### src/rtl/div_unit.sv
// Multi-cycle signed restoring divider producing MIPS DIV results:
// quotient truncated toward zero on lo_out, remainder with the dividend's sign on hi_out.
module div_unit #(
    parameter int WIDTH = 32
) (
    input  logic             clk,
    input  logic             reset,
    input  logic             start,
    input  logic [WIDTH-1:0] a,
    input  logic [WIDTH-1:0] b,
    output logic [WIDTH-1:0] lo_out,
    output logic [WIDTH-1:0] hi_out,
    output logic             busy,
    output logic             done,
    output logic             div_zero
);

    localparam int CW = $clog2(WIDTH) + 1;
    localparam logic [CW-1:0] LAST = CW'(WIDTH - 1);

    typedef enum logic [1:0] {IDLE, RUN, FIN} state_t;

    state_t               state;
    logic [CW-1:0]        count;
    logic [WIDTH-1:0]     quot;
    logic [WIDTH-1:0]     rem;
    logic [WIDTH-1:0]     divisor;
    logic                 neg_quot;
    logic                 neg_rem;

    logic signed [WIDTH-1:0] a_s;
    logic signed [WIDTH-1:0] b_s;
    logic [WIDTH-1:0]        rem_shift;
    logic [WIDTH:0]          trial;

    function automatic logic [WIDTH-1:0] negate(input logic [WIDTH-1:0] v);
        return ~v + {{(WIDTH-1){1'b0}}, 1'b1};
    endfunction

    // The most negative input negates to itself, which read unsigned is 2^(WIDTH-1).
    function automatic logic [WIDTH-1:0] abs_val(input logic signed [WIDTH-1:0] v);
        return (v < 0) ? negate(v) : v;
    endfunction

    assign a_s = a;
    assign b_s = b;

    // Remainder stays below the divisor (<= 2^(WIDTH-1)), so the shifted value fits WIDTH bits
    // and bit WIDTH of the widened subtraction is the borrow.
    assign rem_shift = {rem[WIDTH-2:0], quot[WIDTH-1]};
    assign trial     = {1'b0, rem_shift} - {1'b0, divisor};

    always_ff @(posedge clk) begin
        if (reset) begin
            state    <= IDLE;
            count    <= '0;
            quot     <= '0;
            rem      <= '0;
            divisor  <= '0;
            neg_quot <= 1'b0;
            neg_rem  <= 1'b0;
            lo_out   <= '0;
            hi_out   <= '0;
            busy     <= 1'b0;
            done     <= 1'b0;
            div_zero <= 1'b0;
        end else begin
            done     <= 1'b0;
            div_zero <= 1'b0;
            case (state)
                IDLE: begin
                    if (start) begin
                        if (b == '0) begin
                            div_zero <= 1'b1;
                        end else begin
                            quot     <= abs_val(a_s);
                            divisor  <= abs_val(b_s);
                            neg_rem  <= a_s[WIDTH-1];
                            neg_quot <= a_s[WIDTH-1] ^ b_s[WIDTH-1];
                            rem      <= '0;
                            count    <= '0;
                            busy     <= 1'b1;
                            state    <= RUN;
                        end
                    end
                end
                RUN: begin
                    if (!trial[WIDTH]) begin
                        rem  <= trial[WIDTH-1:0];
                        quot <= {quot[WIDTH-2:0], 1'b1};
                    end else begin
                        rem  <= rem_shift;
                        quot <= {quot[WIDTH-2:0], 1'b0};
                    end
                    count <= count + CW'(1);
                    if (count == LAST) begin
                        state <= FIN;
                    end
                end
                FIN: begin
                    lo_out <= neg_quot ? negate(quot) : quot;
                    hi_out <= neg_rem ? negate(rem) : rem;
                    done   <= 1'b1;
                    busy   <= 1'b0;
                    state  <= IDLE;
                end
                default: begin
                    state <= IDLE;
                    busy  <= 1'b0;
                end
            endcase
        end
    end

endmodule

### config.mk
export PLATFORM = sky130hd
export DESIGN_NAME = div_unit
export DESIGN_NICKNAME = d
export VERILOG_FILES = /design/src/rtl/div_unit.sv
export SDC_FILE = /design/constraint.sdc
export NUM_CORES = 1
export LEC_CHECK = 0
export CAP_MARGIN = 10
export CORE_MARGIN = 2
export CORE_UTILIZATION = 40
export CTS_CLUSTER_DIAMETER = 50
export CTS_CLUSTER_SIZE = 10
export DETAILED_ROUTE_END_ITERATION = 10
export HOLD_SLACK_MARGIN = 0.03
export PLACE_DENSITY = 0.7
export SLEW_MARGIN = 20
export SYNTH_ARGS = -nofsm -noshare
export SYNTH_HDL_FRONTEND = slang
export SYNTH_SLANG_ARGS = --single-unit
### constraint.sdc
create_clock -name clk -period 4.5 [get_ports clk]
set_clock_uncertainty 0.1 [all_clocks]
set_input_delay 0.9 -clock clk [delete_from_list [all_inputs] [get_ports clk]]
set_output_delay 0.9 -clock clk [all_outputs]
set_load 0.02 [all_outputs]
==> impl_metrics.env <==
export IMPL_yosysUniqueCellTypes=65
export IMPL_core_area_um2=26100
export IMPL_ff2ff_path_depth=14
export IMPL_worstHoldStart="divisor[31]"
export IMPL_gp_congestion=0.896
export IMPL_reg2reg_slack_ns=0.85
export IMPL_cpLargestDelayFamily="simple AND/OR/NAND/NOR gates"
export IMPL_initialDrtViolationCount=769
export IMPL_min_to="divisor[31]"
export IMPL_ys_seq_elements=173
export IMPL_path_clk_slew_ns=0.07
export IMPL_diodes=0
export IMPL_cp_arrival_ns=4.11
export IMPL_hold_slack_ns=0.349
export IMPL_critical_path_max_fanout=5
export IMPL_cp_startpoint="a[0]"
export IMPL_syn_area_um2=10600
export IMPL_critPathBufInv=2
export IMPL_final_nets=1549
export IMPL_grt_pass1_wl_um=45500
export IMPL_synth_enable_flop_cells=0
export IMPL_multi_input_area_um2=6600
export IMPL_fill_cells=2506
export IMPL_io_buffers=133
export IMPL_cts_hold_fix_buffers=0
export IMPL_fmax_ghz=0.259
export IMPL_slew_headroom_pct=34.4
export IMPL_synth_fp_nets=1461
export IMPL_tns_ns=0
export IMPL_cts_inserted_buffers=17
export IMPL_ctsResizeCount=0
export IMPL_cp_required_ns=4.74
export IMPL_grt_max_degree=110
export IMPL_critPathSlowestCell="or4b_1"
export IMPL_tightest_slew_ns=0.982
export IMPL_p_per_area_nw_per_um2=482
export IMPL_endpoint_kind="flip-flop"
export IMPL_cp_depth=12
export IMPL_drtAntennaViolNets=0
export IMPL_async_reset_ff_share_pct=0
export IMPL_die_w_um=167
export IMPL_totalWireLength_um=27400
export IMPL_vias_per_cell=5.45
export IMPL_via_count=9756
export IMPL_timing_final_crit_period_ns=3.87
export IMPL_cts_num_sinks=173
export IMPL_cts_htree_levels=4
export IMPL_path_cells="clkdlybuf4s50_1 -> inv_1 -> ha_1 -> or4b_1 -> or4_4 -> nand2b_4 -> or3_4 -> o41a_1 -> a21oi_1 -> xnor2_1 -> nand2_1 -> a311oi_1"
export IMPL_min_path_type="flip-flop to flip-flop"
export IMPL_rows=59
export IMPL_yosysSeqAreaShare_pct=32.7
export IMPL_area_delta_synth_final_pct=20.3
export IMPL_slew_viol_final=0
export IMPL_overflow=0
export IMPL_start_kind="primary input"
export IMPL_ys_warn_count=0
export IMPL_finalHoldViolCount=0
export IMPL_period_share_pct=85.9
export IMPL_path_class="primary input to flip-flop"
export IMPL_routedWlPerCell_um=15.3
export IMPL_dieArea_um2=27800
export IMPL_drtPass1Iterations=6
export IMPL_vdd_drop_max_mv=0.312
export IMPL_final_setup_worst_slack_ns=0.632
export IMPL_grt_pass1_vias=8860
export IMPL_ios=134
export IMPL_place_worst_setup_slack_ns=0.193
export IMPL_post_cts_buffers=0
export IMPL_slowest_delay_ns=0.47
export IMPL_drv_cap=0
export IMPL_hpwl_um=20800
export IMPL_synth_area_per_cell_um2=7.82
export IMPL_finalSetupViolCount=0
export IMPL_rr_startpoint="quot[31]"
export IMPL_antenna_found_initial=0
export IMPL_syn_inst=1355
export IMPL_cts_root_buffer="clkbuf_16"
export IMPL_drc=0
export IMPL_rsz0062_at_grt="false"
export IMPL_cts_tree="built"
export IMPL_drive_above_1_share_pct=5.56
export IMPL_die_h_um=167
export IMPL_r2r_end="rem[0]"
export IMPL_start_util_pct=40.7
export IMPL_leakage_nw=4.79
export IMPL_status="completed"
export IMPL_insertion_delay_ns=0.43
export IMPL_cts_buffer_depth=2
export IMPL_hold_depth=2
export IMPL_seq_area_um2=3460
export IMPL_ys_flop_type="dfxtp_1"
export IMPL_grt_use_total_pct=19.5
## state kept, by name, indices dropped and copies added, names as in the netlist
register / cells
neg_rem: 1
neg_quot: 1
busy: 1
quot: 32
count: 6
done: 1
rem: 32
hi_out: 32
div_zero: 1
state: 2
divisor: 32
lo_out: 32
## where the power goes
part | total [W] | switching [W] | internal, W
Combinational | 0.00289 | 0.00168 | 0.00121
Clock | 0.00138 | 0.000649 | 0.000731
Sequential | 0.00188 | 0.000221 | 0.00166
## cell usage in the layout, fill, tap and decap left out, types with 9 or more instances in the layout
cell type,count
nand2b_1,11
or3_1,21
dfxtp_1,173
buf_4,21
xor2_1,111
xnor2_1,37
nand4_1,15
inv_1,55
nor4_1,9
a21oi_1,80
o41ai_1,16
clkbuf_16,17
nand3_1,35
a211oi_1,61
nand2_1,191
o211ai_1,32
nor3_1,19
ha_1,38
o31ai_1,34
clkdlybuf4s50_1,132
nor2_1,116
o21ai_0,73
a32oi_1,22
or4_1,10
## tightest hold or removal path: stages, from the launching register on
cell	delay [ns]
dfxtp_1	0.32
nand2_1	0.05
o41ai_1	0.05
## Yosys cell counts (9+ instances only)
cell type	instances	area, µm²
buf_2	13	65.1
nand4_1	15	93.8
o211ai_1	32	240
xor2_1	111	972
nor3_1	19	95.1
nor4_1	9	56.3
o31ai_1	34	255
nand3_1	35	175
nand2_1	191	717
o21ai_0	73	365
clkbuf_1	62	233
ha_1	38	475
xnor2_1	37	324
inv_1	55	206
nand2b_1	12	75.1
o41ai_1	16	140
a32oi_1	22	193
dfxtp_1	173	3460
nor2_1	118	443
or4_1	10	75.1
or3_1	21	131
a21oi_1	80	400
a211oi_1	61	458
## per-stage QoR
step	std cells	util [%]	area, µm²	power [W]
2_1_floorplan	1355	-	10600	0.00403
3_3_place_gp	1759	46.8	12200	0.00472
3_5_place_dp	1759	46.8	12200	0.00475
4_1_cts	1791	48.9	12800	0.00615
5_1_grt	1791	48.9	12800	0.00658
6_report	1791	48.9	12800	0.00614
## cell families (layout without fill, tap and decap cells)
| group | count (synthesis) | count (layout) | share of synthesized area, % |
|---|---|---|---|
| DFF | 173 | 173 | 32.7 |
| xor gates and xnor gates | 148 | 148 | 12.2 |
| adders and majority gates | 39 | 39 | 4.68 |
| buffers and inverters | 141 | 242 | 5.29 |
| muxes | 6 | 6 | 0.567 |
| and+or+nand+nor | 475 | 475 | 20.9 |
| AOI/OAI and AO/OA | 373 | 373 | 23.6 |
## how the worst max path moves through the flow
stage and to:
6_report quot[30], 5_1_grt quot[6], 4_1_cts quot[1], 3_5_place_dp quot[1], 3_3_place_gp quot[26], 2_1_floorplan quot[26]
## metal layers
metal | GRT usage, % | routed length (µm) | vias to the layer above
met5 | 0 | 0 | -
met4 | 4.35 | 308 | 0
met3 | 2.97 | 1470 | 27
met2 | 28.7 | 11200 | 273
met1 | 29.9 | 14400 | 4402
li1 | - | - | 5054
## final cells by class
| class | count | area share (%) |
|---|---|---|
| sequential | 173 | 27.2 |
| clock buffer | 18 | 3.44 |
| multi-input combinational | 1041 | 51.7 |
| tap | 335 | 3.29 |
| inverter | 55 | 1.62 |
| timing repair buffer | 155 | 11.9 |
| clock inverter | 14 | 0.863 |
Power figures use the tool's default switching activity.
